===== src/rtl/regfile_write_arbiter.sv =====
// Shares the regfile write port between writeback and a buffered multiply/divide result queue.
// Optional RFARB_SCOREBOARD_EN adds q_reg/q_hit to expose pending buffered writes to hazard logic.
module regfile_write_arbiter #(
  parameter int DEPTH        = 2,
  parameter int STARVE_LIMIT = 4
) (
  input  logic        clock,
  input  logic        reset_n,
  input  logic        wb_we,
  input  logic [4:0]  wb_reg,
  input  logic [31:0] wb_data,
  input  logic        md_valid,
  input  logic [4:0]  md_reg,
  input  logic [31:0] md_data,
  input  logic        md_exc,
  output logic        md_ready,
  output logic        pipe_stall,
  output logic        ctrl_writeEnable,
  output logic [4:0]  ctrl_writeReg,
  output logic [31:0] data_writeReg
`ifdef RFARB_SCOREBOARD_EN
  ,
  input  logic [4:0]  q_reg,
  output logic        q_hit
`endif
);

  localparam int AW = $clog2(DEPTH);
  localparam int CW = $clog2(STARVE_LIMIT + 1);
  localparam logic [CW-1:0] STARVE_MAX = CW'(STARVE_LIMIT);

  logic [4:0]       ent_reg      [DEPTH];
  logic [31:0]      ent_data     [DEPTH];
  logic [DEPTH-1:0] ent_valid;
  logic [4:0]       ent_reg_nxt  [DEPTH];
  logic [31:0]      ent_data_nxt [DEPTH];
  logic [DEPTH-1:0] ent_valid_nxt;
  logic [AW:0]      wr_ptr, rd_ptr, wr_ptr_nxt, rd_ptr_nxt;
  logic [CW-1:0]    starve_cnt, starve_nxt;

  logic [AW-1:0] rd_idx, wr_idx;
  logic          buf_empty, buf_full, head_live;
  logic [4:0]    md_eff_reg;
  logic          wb_eff;
  logic          grant_force, grant_wb, grant_head, grant_byp;
  logic          pop, enq;

  assign rd_idx     = rd_ptr[AW-1:0];
  assign wr_idx     = wr_ptr[AW-1:0];
  assign buf_empty  = (wr_ptr == rd_ptr);
  assign buf_full   = (wr_idx == rd_idx) && (wr_ptr[AW] != rd_ptr[AW]);
  assign head_live  = !buf_empty && ent_valid[rd_idx];
  assign md_eff_reg = md_exc ? 5'd30 : md_reg;
  assign wb_eff     = wb_we && (wb_reg != 5'd0);

  // Fixed-priority grant decode: force > writeback > head drain > bypass.
  always_comb begin
    grant_force = (starve_cnt == STARVE_MAX) && head_live;
    grant_wb    = !grant_force && wb_eff;
    grant_head  = !grant_force && !wb_eff && !buf_empty;
    grant_byp   = !grant_force && !wb_eff && buf_empty && md_valid;
    pop         = grant_force || grant_head;
    enq         = md_valid && (!buf_full || pop) && !grant_byp && (md_eff_reg != 5'd0);
  end

  always_ff @(posedge clock or negedge reset_n) begin
    if (!reset_n) begin
      wr_ptr     <= '0;
      rd_ptr     <= '0;
      starve_cnt <= '0;
      ent_valid  <= '0;
      for (int i = 0; i < DEPTH; i++) begin
        ent_reg[i]  <= 5'd0;
        ent_data[i] <= 32'd0;
      end
    end else begin
      wr_ptr     <= wr_ptr_nxt;
      rd_ptr     <= rd_ptr_nxt;
      starve_cnt <= starve_nxt;
      ent_valid  <= ent_valid_nxt;
      for (int i = 0; i < DEPTH; i++) begin
        ent_reg[i]  <= ent_reg_nxt[i];
        ent_data[i] <= ent_data_nxt[i];
      end
    end
  end

  // Kill is applied before the enqueue so a same-cycle md arrival survives.
  always_comb begin
    ent_valid_nxt = ent_valid;
    for (int i = 0; i < DEPTH; i++) begin
      ent_reg_nxt[i]  = ent_reg[i];
      ent_data_nxt[i] = ent_data[i];
    end
    wr_ptr_nxt = wr_ptr;
    rd_ptr_nxt = rd_ptr;
    starve_nxt = starve_cnt;

    if (grant_wb) begin
      for (int i = 0; i < DEPTH; i++) begin
        if (ent_reg[i] == wb_reg) ent_valid_nxt[i] = 1'b0;
      end
    end
    if (pop) begin
      ent_valid_nxt[rd_idx] = 1'b0;
      rd_ptr_nxt            = rd_ptr + 1'b1;
    end
    if (enq) begin
      ent_valid_nxt[wr_idx] = 1'b1;
      ent_reg_nxt[wr_idx]   = md_eff_reg;
      ent_data_nxt[wr_idx]  = md_data;
      wr_ptr_nxt            = wr_ptr + 1'b1;
    end

    if (pop || buf_empty) begin
      starve_nxt = '0;
    end else if (grant_wb && head_live && (starve_cnt != STARVE_MAX)) begin
      starve_nxt = starve_cnt + 1'b1;
    end
  end

  always_comb begin
    md_ready         = 1'b0;
    pipe_stall       = 1'b0;
    ctrl_writeEnable = 1'b0;
    ctrl_writeReg    = 5'd0;
    data_writeReg    = 32'd0;
    if (reset_n) begin
      md_ready   = !buf_full || pop;
      pipe_stall = grant_force;
      if (pop && ent_valid[rd_idx]) begin
        ctrl_writeEnable = 1'b1;
        ctrl_writeReg    = ent_reg[rd_idx];
        data_writeReg    = ent_data[rd_idx];
      end else if (grant_wb) begin
        ctrl_writeEnable = 1'b1;
        ctrl_writeReg    = wb_reg;
        data_writeReg    = wb_data;
      end else if (grant_byp && (md_eff_reg != 5'd0)) begin
        ctrl_writeEnable = 1'b1;
        ctrl_writeReg    = md_eff_reg;
        data_writeReg    = md_data;
      end
    end
  end

`ifdef RFARB_SCOREBOARD_EN
  always_comb begin
    q_hit = 1'b0;
    for (int i = 0; i < DEPTH; i++) begin
      if (ent_valid[i] && (ent_reg[i] == q_reg) && (q_reg != 5'd0)) q_hit = 1'b1;
    end
  end
`endif

endmodule


===== config.mk =====
export PLATFORM = sky130hd
export DESIGN_NAME = regfile_write_arbiter
export DESIGN_NICKNAME = d
export VERILOG_FILES = /design/src/rtl/regfile_write_arbiter.sv
export SDC_FILE = /design/constraint.sdc
export NUM_CORES = 1
export LEC_CHECK = 0
export ABC_AREA = 1
export BUFFER_PORTS_ARGS = -buffer_cell sky130_fd_sc_hd__buf_2
export CORE_MARGIN = 2
export CORE_UTILIZATION = 51
export CTS_CLUSTER_SIZE = 25
export DETAILED_ROUTE_END_ITERATION = 6
export PLACE_DENSITY = 0.75
export SYNTH_ARGS = -nofsm -noshare
export SYNTH_HDL_FRONTEND = slang
export SYNTH_SLANG_ARGS = --single-unit

===== constraint.sdc =====
create_clock -name clock -period 1.57 [get_ports clock]
set_clock_uncertainty 0.05 [all_clocks]
set_input_delay 0.0785 -clock clock [delete_from_list [all_inputs] [get_ports clock]]
set_output_delay 0.0785 -clock clock [all_outputs]
set_load 0.01 [all_outputs]

# --- Word-level counts from Yosys, hierarchy flattened ---
# Cells that the tools add are included.
totals:
  wordCells: 100
  inputBits: 79
  out_inout_bits: 40
  regBits: 83
classes:
  reduce_logical: 30
  magnitude_cmp: 7
  addsub: 3
  n_eq_ne: 7
  n_mux: 40
  n_bitwise: 5
op_table:
  columns: ["operator", "n"]
  rows:
  - ["32-bit 2-to-1 mux", 8]
  - ["64-bit bitwise mux", 1]
  - ["5-bit 2-to-1 mux", 9]
  - ["32-bit demux with 1-bit select", 1]
  - ["1-bit logical AND", 19]
  - ["1-bit 2-to-1 mux", 12]
  - ["10-bit bitwise mux", 1]
  - ["5-bit == test", 2]
  - ["5-bit nonzero test", 2]
  - ["2-bit 2-to-1 mux", 3]
  - ["3-bit 2-to-1 mux", 2]
  - ["5-bit demux with 1-bit select", 1]
  - ["1-bit zero test", 5]
  - ["2-bit by 1-bit adder with 2-bit output (second input constant)", 2]
  - ["2-bit >= comparator (second input constant)", 2]
  - ["1-bit by 2-bit < comparator with 1-bit output (second input constant)", 2]
  - ["1-bit inverter with 2-bit output", 2]
  - ["3-bit by 1-bit adder with 3-bit output (second input constant)", 1]
  - ["3-bit == test (second input constant)", 1]
  - ["1-bit logical OR", 3]
  - ["3-bit inequality test (second input constant)", 1]
  - ["2-bit bitwise AND", 1]
  - ["1-bit demux with 1-bit select", 2]
  - ["2-bit == test", 1]
  - ["7 further kinds", 8]

# --- Logic depth before layout (Yosys ltp) ---
# Gate-level depths: netlist (run 1).
depth:
  ltp_word: 13
  depth_mapped: 13
  depth_no_buf: 11

# --- Worst setup path after synthesis (run 1) ---
# OpenSTA, ideal clock, no wires.
synth_path:
  kind: "reg-to-output"
  from: "reg rd_ptr[0]"
  to: "out data_writeReg[17]"
  path_slack_ns: -0.160
  path_buffers: 2
  arrival_ns: 1.601
  required_ns: 1.441
  path_stages_with_launch: 12
  path_cell_list: "dfrtp_1 > buf_4 > inv_4 > nand2_1 > nand2_1 > nand2_4 > nor2_4 > nand3_2 > nand2_2 > buf_2 > nand3_1 > nor2_1"
synth_via:
  elab_chain_cells: 13
  word_cells_on_any_way: 23
  classes_between: "eq/ne: 1; mux: 9; bitwise: 1; reduce/logical: 12"
synth_rtl:
  columns: ["item", "line", "rtl"]
  rows:
  - ["start, declared", "38", "logic [AW:0] wr_ptr, rd_ptr, wr_ptr_nxt, rd_ptr_nxt;"]
  - ["start signal, assigned", "78", "rd_ptr <= rd_ptr_nxt;"]
  - ["2-bit == test or 1-bit 2-to-1 mux (tied branches)", "50, 52, 131", null]
  - ["1-bit zero test or 1-bit 2-to-1 mux (tied branches)", "52, 60, 131", null]
  - ["1-bit logical AND", "52", "assign head_live = !buf_empty && ent_valid[rd_idx];"]
  - ["1-bit logical AND", "58", "grant_force = (starve_cnt == STARVE_MAX) && head_live;"]
  - ["1-bit zero test", "59, 60, 61", null]
  - ["1-bit logical AND", "60, 61", null]
  - ["1-bit logical AND (2 in a row)", "61", "grant_byp = !grant_force && !wb_eff && buf_empty && md_valid;"]
  - ["1-bit logical AND", "139", "end else if (grant_byp && (md_eff_reg != 5'd0)) begin"]
  - ["32-bit 2-to-1 mux", "139", null]
  - ["32-bit 2-to-1 mux", "135", "end else if (grant_wb) begin"]
  - ["32-bit 2-to-1 mux (*)", "131", "if (pop && ent_valid[rd_idx]) begin"]
  - ["32-bit 2-to-1 mux (*)", "128", "if (reset_n) begin"]
  - ["end, declared", "20", "output logic [31:0] data_writeReg"]
# Mark *: on every way between the ends. The rest lies on a longest branch, timed or not. The select of a mux whose other input is x is not followed.

# --- Final worst setup path (run 1) ---
layout_path:
  from: "reg rd_ptr[0]"
  to: "out data_writeReg[29]"
# The elaborated chain is that of the path after synthesis.

==> impl_metrics.ini, run 1 <==
[floorplan]
fp.dieW_um = 111
num_io_pins = 119
rows = 39
coreArea_um2 = 11300
die_h_um = 111
initial_utilization_pct = 51.6
die_area_um2 = 12300

[routing]
drtIter0Drc = 1028
wl_um = 26000
post-route-drc-count = 0
avgViaCountPerCell = 6.12
routed-via-count = 7483
wl_per_cell_um = 21.2
drt-pass1-iter-count = 5
antenna_left = 0

[timing]
finalSetupViolCount = 123
relSlewSlack_pct = 60.9
worst_slew_pin_slew_ns = 0.586
hold_viol = 0
timing.final.crit_share_pct = 153
grt_setup_unrepaired = true
setup_slack_ns = -0.836
fmax_ghz = 0.416
period_needed_ns = 2.41
drv_slew = 0
tns_ns = -79.10

[final_layout]
final_area_um2 = 8810
multi_input_area_um2 = 3480
fillers = 695
drive_above_1_share_pct = 35.2
area_growth_pct = 50.7
stdcell_count = 1223
register_area_um2 = 2080
final_nets = 1155
largest_reg_flops = 64

[synthesis]
synth_cell_types = 29
synthCells = 874
syn-num-nets = 955
yosys_warnings = 0
ys_ff_latch = 83
synth_edf_count = 0
ys.flop_type = dfrtp_1
synthesis.area_um2 = 5850
ys_async_sr_fraction_pct = 100
syn_area_per_cell_um2 = 6.69
ys_seq_area_share_pct = 35.5

[worst_hold_path]
min_path_type = primary input to flop

[global_routing]
grt_overflow = 0
grt_antenna_before_repair = 1
grt.total_usage_pct = 33.2
grt_pass1_vias = 6546
grt_max_degree = 39
grt_pass1_wl_um = 33000

[pwr]
power.switching_mw = 7.77
total_power_mw = 16.5
pwr-share-seq_pct = 23.7
switching_share_pct = 47.1
p_leak_nw = 4.97
combPwrFrac_pct = 62.7
power.internal_mw = 8.72
power_density_nw_per_um2 = 1870
ir_drop_uv = 861
clockPowerShare_pct = 13.6

[run]
drv_cap = 0

[worst_setup_path]
cpMostUsedCell = nand2_8
required_ns = 1.44
cp_slowest_cell = dfrtp_2
crit_chain = clkinv_4 -> nand2_4 -> nand2_4 -> nand2_8 -> nand3_4 -> nand2_8 -> nand2_8 -> clkbuf_16 -> nand2_1 -> inv_1 -> nor2_2 -> buf_2
cp.arrival_ns = 2.28
cpPeakStageDelay_ns = 0.46
path_class = flop to output port
endpoint_kind = output port
cp_max_fo = 7
crit_path_start_kind = flop

[clocking]
clkTransAtPathRegs_ns = 0.06
cts.sinks = 83
clk_latency_ns = 0.35
clk_path_buf_depth = 2
clockRootBuffer = clkbuf_16
cts-htree-levels = 3
cts_buffers = 9
tritoncts = built

[run_status]
violations = negative setup slack
outcome = finished, violations left

[placed_design]
hpwl_um = 11400
dp_cells = 1128
dpl-instance-area_um2 = 7090
gp_congestion = 0.831
io_buffer_count = 118
==> stage by stage <==
step                util (%)  worst slack (ns)  hold WS [ns]
floorplan                  -           -0.0431        -0.267
global placement        62.6            -0.184        -0.120
detailed placement      62.6            -0.240        -0.122
CTS                     72.9            -0.515       0.00907
global route            77.8            -0.867        0.0567
finish                  77.8            -0.836        0.0426
==> critical path, delay by kind of cell, from the launching register on <==
kind	cells	cell delay (ns)
buf+inv	4	0.50
flops	1	0.46
simple gates	8	0.93
==> kinds of logic after synthesis <==
kind of cell / synth area share, %
AND/OR/NAND/NOR: 42.3
buffers and inverters: 13.4
flip-flops: 35.5
multiplexers: 5.65
XOR/XNOR: 1.80
AO/OA/AOI/OAI: 0.963
adder cells (fa/ha/maj): 0.428
==> layout make-up <==
class                      instances  share of cell area [%]
inverter                         116                    5.03
clock buffer                      11                    2.75
tap                              143                    2.03
antenna                            1                  0.0284
clock inverter                     5                   0.696
timing repair buffer             254                    26.3
multi-input combinational        610                    39.5
sequential                        83                    23.6
==> cell usage in the layout, fill, tap and decap left out, types with 7 or more instances in the layout <==
| cell | n |
|---|---|
| inv_1 | 94 |
| buf_4 | 57 |
| dlygate4sd3_1 | 32 |
| buf_2 | 114 |
| buf_12 | 16 |
| nand3_2 | 10 |
| nand2_1 | 243 |
| inv_2 | 20 |
| nand2_4 | 12 |
| clkbuf_16 | 16 |
| xnor2_1 | 10 |
| nor2_2 | 33 |
| buf_6 | 17 |
| dfrtp_1 | 82 |
| nand2_2 | 43 |
| nand3_4 | 7 |
| nand3_1 | 99 |
| nor2_1 | 18 |
| nand4_1 | 76 |
| mux2i_1 | 33 |
==> synthesized netlist by cell type (3+ instances only) <==
| master | number | area, um^2 |
|---|---|---|
| nor2_1 | 55 | 206 |
| buf_1 | 3 | 11.3 |
| nand2_1 | 296 | 1110 |
| inv_1 | 114 | 428 |
| nand3_1 | 112 | 561 |
| xnor2_1 | 10 | 87.6 |
| clkbuf_1 | 21 | 78.8 |
| buf_4 | 12 | 90.1 |
| dfrtp_1 | 83 | 2080 |
| mux2i_1 | 33 | 330 |
| o21ai_1 | 5 | 25.0 |
| nand2_2 | 5 | 31.3 |
| nand4_1 | 76 | 475 |
| buf_2 | 28 | 140 |
==> per-layer routing <==
metal / share of wire (%) / global-route usage (%) / up-vias
met5: 0 / 0 / -
met4: 8.5 / 14.5 / 0
met3: 12 / 5.08 / 236
met2: 46 / 55.8 / 659
met1: 34 / 42.5 / 3395
li1: - / - / 3193
==> power by group through the flow <==
stage / combinational (mW) / clock (mW) / sequential [mW]
global placement: 7.15 / 0 / 3.75
global route: 10.8 / 2.29 / 3.98
CTS: 8.63 / 2.18 / 3.77
floorplan: 5.18 / 0 / 3.61
detailed placement: 7.28 / 0 / 3.79
finish: 10.3 / 2.25 / 3.90
==> final timing paths <==
kind	end	slack [ns]	cells past startpoint	start
hold / removal	ent_data[20]$_DFFE_PN0P_	0.04	3	md_data[20]
min in group asynchronous	ent_data[19]$_DFFE_PN0P_	0.06	2	reset_n
setup reg to reg	ent_data[39]$_DFFE_PN0P_	-0.74	13	rd_ptr[0]$_DFFE_PN0N_
hold reg to reg	ent_data[36]$_DFFE_PN0P_	0.42	2	ent_data[36]$_DFFE_PN0P_
max in group asynchronous	ent_data[40]$_DFFE_PN0P_	0.50	4	reset_n
setup / recovery	data_writeReg[29]	-0.84	12	rd_ptr[0]$_DFFE_PN0N_
==> timing repair <==
item | CTS | global route
hold buffers | 32 | 0
endpoints found under the hold margin | 99 | 0
resized for setup | 37 | 94
gates cloned | 10 | 11
buffers inserted | 15 | 12
endpoints found under the setup margin | 122 | 123
pin swaps | 7 | 39
Note: power is estimated with default switching activity, not from simulation.
==> inputs of run 2 (changes only) <==
Settings changed: CORE_UTILIZATION 51 to 30, PLACE_DENSITY 0.75 to 0.48.
==> run 2 against run 1 <==
The flow still finishes with violations (negative setup slack). Worst hold slack better by 0.050 ns. Total power down 11%. Register-to-register slack better by 0.27 ns. Setup slack better by 0.28 ns. Global-route usage down 13 points. Design area down 4.6%. Flip-flop and latch count unchanged. Cell count up 8.3%. Die area up 67%. Critical endpoint is now data_writeReg[18].
==> impl_metrics.ini, run 2 (same netlist as run 1, synthesis figures left out) <==
[run_status]
outcome = finished, violations left
violations = negative setup slack

[timing]
fmax_ghz = 0.470
hold_viol = 0
setup_slack_ns = -0.557
relSlewSlack_pct = 56.8
holdWs_ns = 0.0924
timing.final.crit_share_pct = 135
grt_setup_unrepaired = true
drv_slew = 0
period_needed_ns = 2.13
tns_ns = -56.04
worst_slew_pin_slew_ns = 0.646
finalSetupViolCount = 123

[pwr]
ir_drop_uv = 885
p_leak_nw = 4.77
total_power_mw = 14.6
power_density_nw_per_um2 = 1740

[floorplan]
num_io_pins = 119
fp.dieW_um = 144
die_area_um2 = 20600
initial_utilization_pct = 30.3
rows = 51
coreArea_um2 = 19300
die_h_um = 144

[final_layout]
stdcell_count = 1324
final_cell_mix = 284 x nand2_1, 113 x buf_2, 107 x inv_1
utilization_pct = 43.6
fillers = 2043
drive_above_1_share_pct = 29.0
multi_input_area_um2 = 3310
antenna_cells = 0
register_area_um2 = 2080
area_growth_pct = 43.9
final_common_cell = nand2_1
final_area_um2 = 8410
final_nets = 1135
largest_reg_flops = 64

[global_routing]
grt_pass1_vias = 5963
grt_max_degree = 39
grt_pass1_wl_um = 32700
grt.total_usage_pct = 20.4
grt_overflow = 0
grt_antenna_before_repair = 0

[clocking]
cts.sinks = 83
clk_latency_ns = 0.35
clk_path_buf_depth = 2
clockRootBuffer = clkbuf_16
clkTransAtPathRegs_ns = 0.06
cts_buffers = 9
cts-htree-levels = 3
tritoncts = built

[worst_hold_path]
worstHoldStart = md_reg[4]
whs_path_depth = 5
holdPathEnd = ent_reg[9]$_DFFE_PN0P_
min_path_type = primary input to flop

[routing]
wl_per_cell_um = 15.3
wl_um = 20200
antenna_left = 0
routed-via-count = 6238
avgViaCountPerCell = 4.71
drtIter0Drc = 339
drt-pass1-iter-count = 4
post-route-drc-count = 0

[run]
drv_cap = 0

[worst_setup_path]
reg2reg_from = rd_ptr[0]$_DFFE_PN0N_
endpoint_kind = output port
cp_max_fo = 6
path_class = flop to output port
cp.arrival_ns = 2.00
r2r_slack_ns = -0.47
crit_path_start_kind = flop
r2r-end = ent_data[29]$_DFFE_PN0P_
r2r_cells = 12
startpoint = rd_ptr[0]$_DFFE_PN0N_
required_ns = 1.44

[placed_design]
dp_cells = 1256
pre_cts_slack_ns = -0.270
gp_congestion = 0.807
dpl-instance-area_um2 = 7220
io_buffer_count = 118
hpwl_um = 13100
run 2: changes by cell type in the layout (fill, tap and decap cells not counted), moves of 5 or more:
cell	before	now
nand2_1	243	284
nand2_2	43	10
inv_1	94	107
inv_2	20	7
buf_6	17	11
clkbuf_16	16	10
nand2_4	12	7
run 2: final cells by class:
type,count,area share [%]
inverter,116,5.24
sequential,83,24.7
clock buffer,13,3.21
clock inverter,3,0.536
tap,265,3.94
multi-input combinational,609,39.4
timing repair buffer,235,23.0
run 2: worst max-delay path by stage:
stage | end | cells past startpoint
floorplan | data_writeReg[17] | 11
global placement | ctrl_writeReg[1] | 11
detailed placement | ctrl_writeReg[1] | 11
CTS | ctrl_writeReg[1] | 10
global route | data_writeReg[29] | 13
finish | data_writeReg[18] | 13
run 2: metal layers:
metal	up-vias	track usage (%)	share of wire [%]
met5	-	0	0
met4	0	6.35	1.8
met3	22	2.13	3.7
met2	153	35.0	48
met1	2910	27.1	47
li1	3153	-	-
run 2: critical path, stage by stage (launching register included):
cell	delay (ns)
dfrtp_2	0.45
inv_6	0.05
nand2_4	0.07
nand2_2	0.06
nand2_4	0.10
nand3_4	0.17
buf_12	0.20
clkbuf_16	0.14
nand3_1	0.06
nand2_1	0.05
nand2_1	0.06
inv_2	0.04
nor2_4	0.10
buf_6	0.10
run 2: where the power goes:
| part | leakage [nW] | internal (mW) | switching (mW) |
|---|---|---|---|
| sequential | 1.03 | 3.16 | 0.629 |
| clock | 0.148 | 1.36 | 0.892 |
| combinational | 3.60 | 3.62 | 4.94 |
run 2: repair_timing:
action                     4_1_cts  5_1_grt
gates cloned                     6        1
hold buffers                    33        0
hold endpoints to repair        94        0
pin swaps                        4        6
resized for setup               47       21
setup buffers                   10        3
setup endpoints to repair      123      123
==> inputs of run 3 (changes only) <==
Settings changed: SKIP_LAST_GASP set to 1.
==> run 3 against run 2 <==
The run ends with negative hold slack, negative setup slack left. Design area rose by 1.3%. Critical path type unchanged. Die area did not move. Core utilization increased by 0.58 points. Maximum frequency fell by 1.1%. Clock power about the same. Setup slack worse by 0.023 ns. First-iteration DRC count is 10% higher. Sequential power is essentially flat.
==> impl_metrics.ini, run 3 (same netlist as run 1, synthesis figures left out) <==
[worst_setup_path]
cp.arrival_ns = 2.02
crit_path_start_kind = flop
endpoint_kind = output port
cp_slowest_cell = dfrtp_2
r2r_slack_ns = -0.55
cp_max_fo = 6
crit_chain = inv_6 -> nand2_4 -> nand2_2 -> nand2_4 -> buf_4 -> nand2_1 -> nand2_1 -> inv_2 -> nand2_8 -> clkbuf_16 -> nand3_1 -> nor2_2 -> buf_2
required_ns = 1.44
reg2reg_from = rd_ptr[0]$_DFFE_PN0N_
r2r-end = ent_data[29]$_DFFE_PN0P_
r2r_cells = 13
cpPeakStageDelay_ns = 0.46
path_class = flop to output port

[routing]
avgViaCountPerCell = 4.73
drtIter0Drc = 373
drt-pass1-iter-count = 4
wl_per_cell_um = 15.6
routed-via-count = 6295
antenna_left = 0
post-route-drc-count = 0
wl_um = 20800

[final_layout]
final_common_cell = nand2_1
stdcell_count = 1332
final_nets = 1143
drive_above_1_share_pct = 28.9
utilization_pct = 44.2
largest_reg_flops = 64
final_area_um2 = 8520
final_cell_mix = 287 x nand2_1, 114 x buf_2, 107 x inv_1
antenna_cells = 0
area_growth_pct = 45.8

[timing]
period_needed_ns = 2.15
grt_setup_unrepaired = true
holdWs_ns = -0.00250
finalSetupViolCount = 123
drv_slew = 0
relSlewSlack_pct = 57.6
worst_slew_pin_slew_ns = 0.637
fmax_ghz = 0.465
hold_viol = 4
setup_slack_ns = -0.580
timing.final.crit_share_pct = 137

[run]
drv_cap = 0

[clocking]
cts_buffers = 9
tritoncts = built
cts-htree-levels = 3
clk_path_buf_depth = 2
clk_latency_ns = 0.34
clockRootBuffer = clkbuf_16
cts.sinks = 83
clkTransAtPathRegs_ns = 0.06

[floorplan]
die_area_um2 = 20600
rows = 51
die_h_um = 144
coreArea_um2 = 19300
num_io_pins = 119
initial_utilization_pct = 30.3
fp.dieW_um = 144

[placed_design]
hpwl_um = 13100
io_buffer_count = 118
dp_cells = 1256
gp_congestion = 0.807
dpl-instance-area_um2 = 7220

[pwr]
p_leak_nw = 4.84
ir_drop_uv = 875
total_power_mw = 15.0
power_density_nw_per_um2 = 1760

[global_routing]
grt_overflow = 0
grt.total_usage_pct = 20.3
gr-usage-met1_pct = 27.0
grt_pass1_wl_um = 32600
grt_pass1_vias = 5971
grt_max_degree = 39
use_met3_pct = 2.17
grt.met2_usage_pct = 34.7
grt_antenna_before_repair = 0
busiest_layer = met2

[run_status]
outcome = finished, violations left
violations = negative hold slack, negative setup slack

[worst_hold_path]
min_path_type = primary input to asynchronous set/reset pin
## run 3: changes by cell type in the layout (fill, tap and decap cells not counted), moves of 2 or more
| cell | change |
|---|---|
| nand3_1 | +4 |
| nand3_2 | -4 |
| clkbuf_16 | +3 |
| nand2_1 | +3 |
| nand2_2 | -3 |
| buf_4 | +2 |
| buf_8 | +2 |
## run 3: routing by layer
| layer | up-vias | share of wire [%] | wire length (um) |
|---|---|---|---|
| li1 | 3167 | - | - |
| met1 | 2964 | 47 | 9780 |
| met2 | 143 | 48 | 10000 |
| met3 | 21 | 3.4 | 706 |
| met4 | 0 | 1.5 | 320 |
| met5 | - | 0 | 0 |
## run 3: final cells by class
type | count | area, um^2
inverters | 116 | 440
repair buffers | 243 | 2070
multi-input cells | 609 | 3290
clock inverters | 3 | 45.0
clock buffers | 13 | 270
well taps | 265 | 332
fillers | 2028 | 10700
flip-flops and latches | 83 | 2080
## run 3: worst max-delay path, delay by kind of cell (launching register included)
kind                   cells  cell delay, ns
flip-flops                 1            0.46
AND/OR/NAND/NOR            8            0.59
buffers and inverters      5            0.63
## run 3: report_power, final
group	switching, mW	internal, mW
clock network	0.891	1.36
registers	0.638	3.16
logic	5.06	3.89
## run 3: repair_timing
| item | CTS | global route |
|---|---|---|
| buffers inserted | 10 | 7 |
| gates cloned | 6 | 5 |
| pin swaps | 4 | 15 |
| hold buffers | 33 | 0 |
| setup endpoints to repair | 123 | 123 |
| hold endpoints to repair | 94 | 0 |
| resized for setup | 32 | 32 |
## run 3: worst max path at each step
stage	from	end	slack, ns	depth (start not counted)
floorplan	rd_ptr[0]$_DFFE_PN0N_	data_writeReg[17]	-0.04	11
global placement	starve_cnt[0]$_DFFE_PN0P_	ctrl_writeReg[1]	-0.25	11
detailed placement	starve_cnt[0]$_DFFE_PN0P_	ctrl_writeReg[1]	-0.27	11
CTS	rd_ptr[0]$_DFFE_PN0N_	ctrl_writeReg[1]	-0.56	11
global route	rd_ptr[0]$_DFFE_PN0N_	data_writeReg[24]	-0.68	13
finish	rd_ptr[0]$_DFFE_PN0N_	data_writeReg[27]	-0.58	13
## run 3: stage by stage
| stage | setup TNS, ns | setup slack, ns |
|---|---|---|
| after global placement | -18.98 | -0.252 |
| after detailed placement | -19.77 | -0.270 |
| final | -62.84 | -0.580 |
| after global routing | -74.10 | -0.683 |
| after floorplan | -2.42 | -0.0431 |
| after CTS | -54.88 | -0.562 |
